==> src/rtl/robot_vacuum_pkg.sv <==
// rtl/robot_vacuum_pkg.sv - shared states, exit codes and state-to-output decode
package robot_vacuum_pkg;

  typedef enum logic [1:0] {
    DOCKED    = 2'd0,
    CLEANING  = 2'd1,
    RETURNING = 2'd2,
    FAULT     = 2'd3
  } state_t;

  localparam logic [1:0] EXIT_COMPLETE = 2'd0;
  localparam logic [1:0] EXIT_LOW_BATT = 2'd1;
  localparam logic [1:0] EXIT_ABORT    = 2'd2;
  localparam logic [1:0] EXIT_FAULT    = 2'd3;

  localparam int BATT_W = 7;

  typedef struct packed {
    logic docked;
    logic busy;
    logic motor_en;
    logic brush_en;
    logic fault;
  } outs_t;

  function automatic outs_t state_outs(input state_t s);
    outs_t o;
    o = '0;
    case (s)
      DOCKED:    o.docked = 1'b1;
      CLEANING:  begin o.busy = 1'b1; o.motor_en = 1'b1; o.brush_en = 1'b1; end
      RETURNING: begin o.busy = 1'b1; o.motor_en = 1'b1; end
      FAULT:     o.fault = 1'b1;
      default:   o = '0;
    endcase
    return o;
  endfunction

endpackage

==> src/rtl/rv_sec_timer.sv <==
// rtl/rv_sec_timer.sv - tick-driven seconds counter with clear, enable, saturation and terminal hit
module rv_sec_timer #(
  parameter int TW       = 12,
  parameter int TERMINAL = 1
) (
  input  logic          clk,
  input  logic          rst,
  input  logic          clear,
  input  logic          en,
  input  logic          tick,
  output logic [TW-1:0] count,
  output logic          hit
);

  localparam logic [TW-1:0] LAST = TW'(TERMINAL - 1);

  always_ff @(posedge clk or posedge rst) begin
    if (rst)
      count <= '0;
    else if (clear)
      count <= '0;
    else if (en && tick && (count != '1))
      count <= count + TW'(1);
  end

  // hit marks the tick that carries the count onto TERMINAL
  assign hit = en && tick && (count == LAST);

endmodule

==> src/rtl/robot_vacuum_controller.sv <==
// rtl/robot_vacuum_controller.sv - cleaning mission FSM; ROBOT_VACUUM_RESUME_EN adds low-battery resume
module robot_vacuum_controller
  import robot_vacuum_pkg::*;
#(
  parameter int CLEAN_SECONDS  = 1800,
  parameter int RETURN_TIMEOUT = 300,
  parameter int MIN_START_BATT = 50,
  parameter int LOW_BATT       = 20,
  parameter int STUCK_SECONDS  = 5,
  parameter int TW             = 12
) (
  input  logic              clk,
  input  logic              rst,
  input  logic              start_cleaning,
  input  logic              tick_1s,
  input  logic [BATT_W-1:0] battery_pct,
  input  logic              bumper,
  input  logic              dock_present,
  input  logic              abort,
  input  logic              clear_fault,
  output logic              motor_en,
  output logic              brush_en,
  output logic              docked,
  output logic              busy,
  output logic              fault,
  output logic              done,
  output logic              start_rejected,
  output logic [1:0]        exit_code,
  output logic [TW-1:0]     elapsed_sec
);

  localparam logic [BATT_W-1:0] MIN_B = BATT_W'(MIN_START_BATT);
  localparam logic [BATT_W-1:0] LOW_B = BATT_W'(LOW_BATT);
  localparam int                SW    = $clog2(STUCK_SECONDS + 1);
  localparam logic [SW-1:0]     STUCK_LAST = SW'(STUCK_SECONDS - 1);

  state_t        state;
  logic          start_prev;
  logic [SW-1:0] stuck_cnt;
  logic          start_edge, batt_ok, batt_low;
  logic          clean_clear, clean_hit, ret_hit, resume_go;
  logic [TW-1:0] ret_count_unused;

  assign start_edge  = start_cleaning && !start_prev;
  assign batt_ok     = battery_pct >= MIN_B;
  assign batt_low    = battery_pct < LOW_B;
  assign clean_clear = (state == DOCKED) && start_edge && batt_ok;

`ifdef ROBOT_VACUUM_RESUME_EN
  logic resume_pending;
  assign resume_go = resume_pending && batt_ok && !abort;
`else
  assign resume_go = 1'b0;
`endif

  rv_sec_timer #(.TW(TW), .TERMINAL(CLEAN_SECONDS)) u_clean_timer (
    .clk(clk), .rst(rst), .clear(clean_clear), .en(state == CLEANING),
    .tick(tick_1s), .count(elapsed_sec), .hit(clean_hit)
  );

  rv_sec_timer #(.TW(TW), .TERMINAL(RETURN_TIMEOUT)) u_return_timer (
    .clk(clk), .rst(rst), .clear(state != RETURNING), .en(state == RETURNING),
    .tick(tick_1s), .count(ret_count_unused), .hit(ret_hit)
  );

  always_ff @(posedge clk or posedge rst) begin
    if (rst) begin
      state          <= DOCKED;
      {docked, busy, motor_en, brush_en, fault} <= state_outs(DOCKED);
      done           <= 1'b0;
      start_rejected <= 1'b0;
      exit_code      <= EXIT_COMPLETE;
      start_prev     <= 1'b0;
      stuck_cnt      <= '0;
`ifdef ROBOT_VACUUM_RESUME_EN
      resume_pending <= 1'b0;
`endif
    end else begin
      start_prev     <= start_cleaning;
      done           <= 1'b0;
      start_rejected <= 1'b0;
      case (state)
        DOCKED: begin
`ifdef ROBOT_VACUUM_RESUME_EN
          if (start_edge || abort || resume_go) resume_pending <= 1'b0;
`endif
          if (start_edge && batt_ok) begin
            state     <= CLEANING;
            {docked, busy, motor_en, brush_en, fault} <= state_outs(CLEANING);
            exit_code <= EXIT_COMPLETE;
            stuck_cnt <= '0;
          end else if (start_edge) begin
            start_rejected <= 1'b1;
          end else if (resume_go) begin
            // elapsed_sec is deliberately kept so only the remainder is cleaned
            state     <= CLEANING;
            {docked, busy, motor_en, brush_en, fault} <= state_outs(CLEANING);
            stuck_cnt <= '0;
          end
        end
        CLEANING: begin
          if (tick_1s) stuck_cnt <= bumper ? stuck_cnt + SW'(1) : '0;
          if (tick_1s && bumper && (stuck_cnt == STUCK_LAST)) begin
            state     <= FAULT;
            {docked, busy, motor_en, brush_en, fault} <= state_outs(FAULT);
            exit_code <= EXIT_FAULT;
            done      <= 1'b1;
          end else if (abort || batt_low || clean_hit) begin
            state     <= RETURNING;
            {docked, busy, motor_en, brush_en, fault} <= state_outs(RETURNING);
            exit_code <= abort ? EXIT_ABORT : (batt_low ? EXIT_LOW_BATT : EXIT_COMPLETE);
          end
        end
        RETURNING: begin
          if (dock_present) begin
            state <= DOCKED;
            {docked, busy, motor_en, brush_en, fault} <= state_outs(DOCKED);
            done  <= 1'b1;
`ifdef ROBOT_VACUUM_RESUME_EN
            if (exit_code == EXIT_LOW_BATT) resume_pending <= 1'b1;
`endif
          end else if (ret_hit) begin
            state     <= FAULT;
            {docked, busy, motor_en, brush_en, fault} <= state_outs(FAULT);
            exit_code <= EXIT_FAULT;
            done      <= 1'b1;
          end
        end
        FAULT: begin
          if (clear_fault && dock_present) begin
            state <= DOCKED;
            {docked, busy, motor_en, brush_en, fault} <= state_outs(DOCKED);
          end
        end
        default: begin
          state <= DOCKED;
          {docked, busy, motor_en, brush_en, fault} <= state_outs(DOCKED);
        end
      endcase
    end
  end

endmodule
==> config.mk <==
export PLATFORM = sky130hd
export DESIGN_NAME = robot_vacuum_controller
export DESIGN_NICKNAME = d
export VERILOG_FILES = /design/src/rtl/robot_vacuum_pkg.sv /design/src/rtl/rv_sec_timer.sv /design/src/rtl/robot_vacuum_controller.sv
export SDC_FILE = /design/constraint.sdc
export NUM_CORES = 1
export LEC_CHECK = 0
export ABC_CLOCK_PERIOD_IN_PS = 2600
export BUFFER_PORTS_ARGS = -buffer_cell sky130_fd_sc_hd__buf_2
export CAP_MARGIN = 15
export CORE_ASPECT_RATIO = 1.25
export CORE_MARGIN = 1
export CORE_UTILIZATION = 55
export DETAILED_ROUTE_END_ITERATION = 8
export PLACE_DENSITY = 0.82
export RECOVER_POWER = 50
export REMOVE_ABC_BUFFERS = 1
export SYNTH_ARGS = -nofsm -noshare
export SYNTH_HDL_FRONTEND = slang
export SYNTH_SLANG_ARGS = --single-unit
==> constraint.sdc <==
create_clock -name clk -period 2.6 [get_ports clk]
set_input_delay 0.78 -clock clk [delete_from_list [all_inputs] [get_ports clk]]
set_output_delay 0.78 -clock clk [all_outputs]
set_load 0.02 [all_outputs]
; After elaboration in Yosys (flattened, before gate mapping)
; Index checks and enable logic that the tools add are counted.
[classes]
addsub = 3
order_cmp = 2
n_eq_ne = 16
mux = 47
reduce_logical = 24
[op_table]
columns = operator, count
row1 = 12-bit two-way mux, 4
row2 = 12-bit by 1-bit adder with 12-bit output (second input constant), 2
row3 = 12-bit inequality test (second input constant), 2
row4 = 2-bit two-way mux, 11
row5 = 1-bit two-way mux, 21
row6 = 1-bit one-hot mux with 4 select lines, 4
row7 = 1-bit logical AND, 13
row8 = 12-bit by 11-bit == test with 1-bit output (second input constant), 1
row9 = 12-bit by 9-bit == test with 1-bit output (second input constant), 1
row10 = 2-bit inequality test (second input constant), 5
row11 = 3-bit two-way mux, 3
row12 = 2-bit one-hot mux with 4 select lines, 1
row13 = 7-bit by 6-bit >= comparator with 1-bit output (second input constant), 1
row14 = 7-bit by 5-bit less-than comparator with 1-bit output (second input constant), 1
row15 = 3-bit inequality test (second input constant), 2
row16 = 2-bit one-hot mux with 3 select lines, 1
row17 = 3-bit one-hot mux with 2 select lines, 1
row18 = 2-bit nonzero test, 3
row19 = 5-bit AND reduction, 1
row20 = 2-bit == test (second input constant), 2
row21 = 4-bit AND reduction, 1
row22 = 3-bit by 1-bit adder with 3-bit output (second input constant), 1
row23 = 3-bit == test (second input constant), 1
row24 = 3-bit AND reduction, 1
row25 = 7 further kinds, 8
[totals]
register_bits = 38
in_bits = 15

; Depth between registers and ports, before layout
[depth]
ltp_word = 7
mapped_depth = 8

; By module
; Synthesis repeated with hierarchy kept, for this count alone.
[unflattened]
cells_unflattened = 236
area_unflattened_um2 = 2296.0
[modules_own_cells]
columns = mod, instances, cells_each, area_each_um2
row1 = robot_vacuum_controller, 1, 89, 898.4
row2 = rv_sec_timer at u_return_timer, 1, 75, 716.9
row3 = rv_sec_timer at u_clean_timer, 1, 72, 680.7

; Worst setup path before layout
; No wires, ideal clock.
[synth_path]
path_kind = input port to flip-flop
start = input battery_pct[1]
end = register brush_en
setup_time_ns = 0.125
arrival_ns = 1.976
t_required_ns = 2.475
setup_slack_ns = 0.499
cell_stages = 5
cell_sequence = or3_4 a221oi_2 a21oi_2 o211ai_4 mux2_4
[synth_via]
elab_chain_cells = 5
word_cells_on_any_way = 8
classes_between = order compare: 2 / eq/ne: 2 / reduce/logical: 4
[synth_rtl]
columns = item, line
row1 = from (decl), robot_vacuum_controller.sv:16  ; input logic [BATT_W-1:0] battery_pct,
row2 = 7-bit by 5-bit less-than comparator with 1-bit output, robot_vacuum_controller.sv:46  ; assign batt_low = battery_pct < LOW_B;
row3 = 1-bit logical OR (2 in a row), robot_vacuum_controller.sv:108  ; end else if (abort || batt_low || clean_hit) begin
row4 = 3-bit inequality test (no source line), n/a
row5 = 4-bit AND reduction (no source line) *, n/a
row6 = to (signal assigned), robot_vacuum_controller.sv:105  ; {docked, busy, motor_en, brush_en, fault} <= state_outs(FAULT);
row7 = to (signal assigned), robot_vacuum_controller.sv:110  ; {docked, busy, motor_en, brush_en, fault} <= state_outs(RETURNING);
row8 = to (signal assigned), robot_vacuum_controller.sv:117  ; {docked, busy, motor_en, brush_en, fault} <= state_outs(DOCKED);
row9 = to (decl), robot_vacuum_controller.sv:22  ; output logic brush_en,
; Mark *: on every way between the ends. The rest lies on a longest branch, timed or not.
; A chain may end at the register's enable or synchronous reset.

; Worst setup path after layout
[layout_path]
start = input battery_pct[1]
end = register fault
[layout_via]
elab_chain_cells = 5
word_cells_on_any_way = 8
classes_between = order compare: 2 / eq/ne: 2 / reduce/logical: 4
[layout_rtl]
columns = item, line
row1 = 7-bit by 5-bit less-than comparator with 1-bit output, robot_vacuum_controller.sv:46
row2 = 1-bit logical OR (2 in a row), robot_vacuum_controller.sv:108
row3 = 3-bit inequality test (no source line), n/a
row4 = 4-bit AND reduction (no source line) *, n/a
row5 = to (signal assigned), robot_vacuum_controller.sv:105
row6 = to (signal assigned), robot_vacuum_controller.sv:110
row7 = to (signal assigned), robot_vacuum_controller.sv:117
row8 = to (decl), robot_vacuum_controller.sv:25  ; output logic fault,
; Marks and branches as above.

==> flow_summary.ini <==
[power]
p_per_area_nw_per_um2 = 811
power_leakage_nw = 1.23
irDropWorstVdd_mv = 0.621
p_total_mw = 2.04

[route]
ant_nets = 0
wl_per_cell_um = 14.7
dr.pass1.iters = 4
wl_mm = 4.58
dr_total_vias = 1746
drt_iter0_markers = 77
remaining_drc_errors = 0
avgViaCountPerCell = 5.60

[synth]
yosys.cell_count.top_type = dfrtp_1
ys_types = 50
synth_top_area_share_pct = 41.7
synthFlopType = dfrtp_1
yosys-top-cells-area = dfrtp_1 42%, ha_1 4.5%, xor2_1 3.9%, nor2_1 3.9%, mux2_4 2.7%
syn_area_per_cell_um2 = 10.0
ys_seq_area_share_pct = 42.9
synth-seq-cells = 38
syn_area_um2 = 2220
synth_edf_count = 0
synth_cells = 221
synth_commonest_cells = 37 x dfrtp_1, 23 x nor2_1, 12 x nand2_1
yosysTopAreaCell = dfrtp_1
yosysWarnings = 0
ys_async_sr_fraction_pct = 100

[sta]
hold_viol = 0
skew_ns = 0.00636
setup-tns-final_ns = 0
fmax_mhz = 487
slew_viol_final = 0
worst_pin_slew_ns = 0.925
rsz0062_at_grt = no
max_slew_margin_pct = 38.3
fin_crit_sh_pct = 79.0
period_minus_slack_ns = 2.05
setup_viol = 0

[clock_network]
cts_tree = built
htreeDepth = 2
clk-insertion-delay-late_ns = 0.29
clockRootBuffer = clkbuf_8
cts.repair.resized = 0
cts_buffers = 5
post-cts-setup-buffers = 0
clkTransAtPathRegs_ns = 0.07
cts_sinks = 38
hold_buffers = 0
cts_buffer_depth = 2

[layout]
final_nets = 280
multi_input_area_um2 = 1180
stdcell_area_um2 = 2520
seq_area_um2 = 952
area_growth_pct = 13.4
n_antenna_cell = 0
fill_cells = 328
fin_util_pct = 66.0
final_cells = 312
drive_gt1_share_pct = 22.5

[place]
numPortBuffers = 34
post_dp_cell_area_um2 = 2440
gp_congestion = 0.857
place_inst = 304
hpwl_mm = 3.40

[worst_setup_path]
r2r_cells = 8
rr_endpoint = fault
r2r_start = state[1]
cp_max_fo = 6
critical_path_class = in2reg
rrSetupSlack_ns = 0.55
worstPathRequired_ns = 2.78
crit_start = battery_pct[1]
cp-start-kind = input pin
endpoint_kind = flip-flop
arrival_ns = 2.23

[grt]
gr-total-overflow = 0
grt_antenna_before_repair = 0
grt_pass1_wl_mm = 7.56
grt_pass1_vias = 1687
grt_max_degree = 39
track_usage_pct = 23.5

[floorplanning]
pin_count = 36
core_area_um2 = 3820
start_util_pct = 58.2
fp.dieW_um = 58.8
die_y_um = 73.0
dieArea_um2 = 4300
placement_rows = 25

[job]
drv_cap = 0

[worst_hold_path]
min_to = docked
min_path_type = reg2reg
min_from = docked
whs_path_depth = 2

[outcome]
run_status = complete, no violations
sequential cells by signal (all words and copies together), names as in the netlist:
name	cells
state	2
u_return_timer.count	12
done	1
start_prev	1
brush_en	1
docked	1
u_clean_timer.count	12
exit_code	2
busy	1
fault	1
start_rejected	1
stuck_cnt	3
final cells by class:
cell class / instances / share of cell area [%]
Timing Repair Buffer: 37 / 7.50
Clock inverter: 1 / 0.199
Inverter: 10 / 1.49
Tap cell: 54 / 2.68
Clock buffer: 7 / 3.43
Multi-Input combinational cell: 165 / 46.9
Sequential cell: 38 / 37.8
critical path, stage by stage:
cell      delay, ns
buf_2          0.09
or3_1          0.41
a221oi_2       0.32
a21oi_2        0.12
o211ai_4       0.17
mux2_4         0.34
placed cells by master (no fill, tap or decap), drive strengths merged, types with 3 or more instances in the layout:
cell,instances
nor2b,4
clkbuf,9
ha,8
nand3,12
inv,10
and4b,3
dfrtp,37
a21boi,3
mux2,7
nor3,3
o21ai,9
a31oi,3
o21a,3
nor2,23
nand4,8
o211ai,3
and2,5
a21oi,7
buf,35
nand2,12
and4,4
nand2b,5
xnor2,4
and3,6
xor2,10
mux2i,4
report_power, final:
| part | internal, mW | switching [mW] | total [mW] |
|---|---|---|---|
| combinational | 0.367 | 0.484 | 0.851 |
| clock | 0.214 | 0.208 | 0.422 |
| sequential | 0.690 | 0.0786 | 0.769 |
| total | 1.27 | 0.771 | 2.04 |
kinds of logic (layout without fill, tap and decap cells):
logic type,Yosys count,count (layout),share of synthesized area (%)
buffers and inverters,18,55,3.49
xor gates and xnor gates,14,14,5.52
AOI/OAI and AO/OA,39,39,13.8
DFF,38,38,42.9
adders and majority gates,8,8,4.51
and+or+nand+nor,93,93,23.8
muxes,11,11,6.03
worst max-delay path by stage:
stage               cells after the start       end
floorplan                               5  brush_en
global placement                        6     fault
detailed placement                      6     fault
CTS                                     8     fault
global route                            7  brush_en
finish                                  6     fault
routing by layer:
| layer | vias up | global-route usage [%] | wire (um) |
|---|---|---|---|
| li1 | 865 | - | - |
| met1 | 830 | 27.1 | 1890 |
| met2 | 41 | 42.0 | 2430 |
| met3 | 10 | 4.08 | 154 |
| met4 | 0 | 10.1 | 106 |
| met5 | - | 0 | 0 |
stage by stage:
step	setup WS (ns)	hold slack, ns
2_1_floorplan	0.499	0.469
3_3_place_gp	0.323	0.463
3_5_place_dp	0.266	0.466
4_1_cts	0.553	0.477
5_1_grt	0.411	0.504
6_report	0.547	0.479
(Power assumes the default switching activity.)
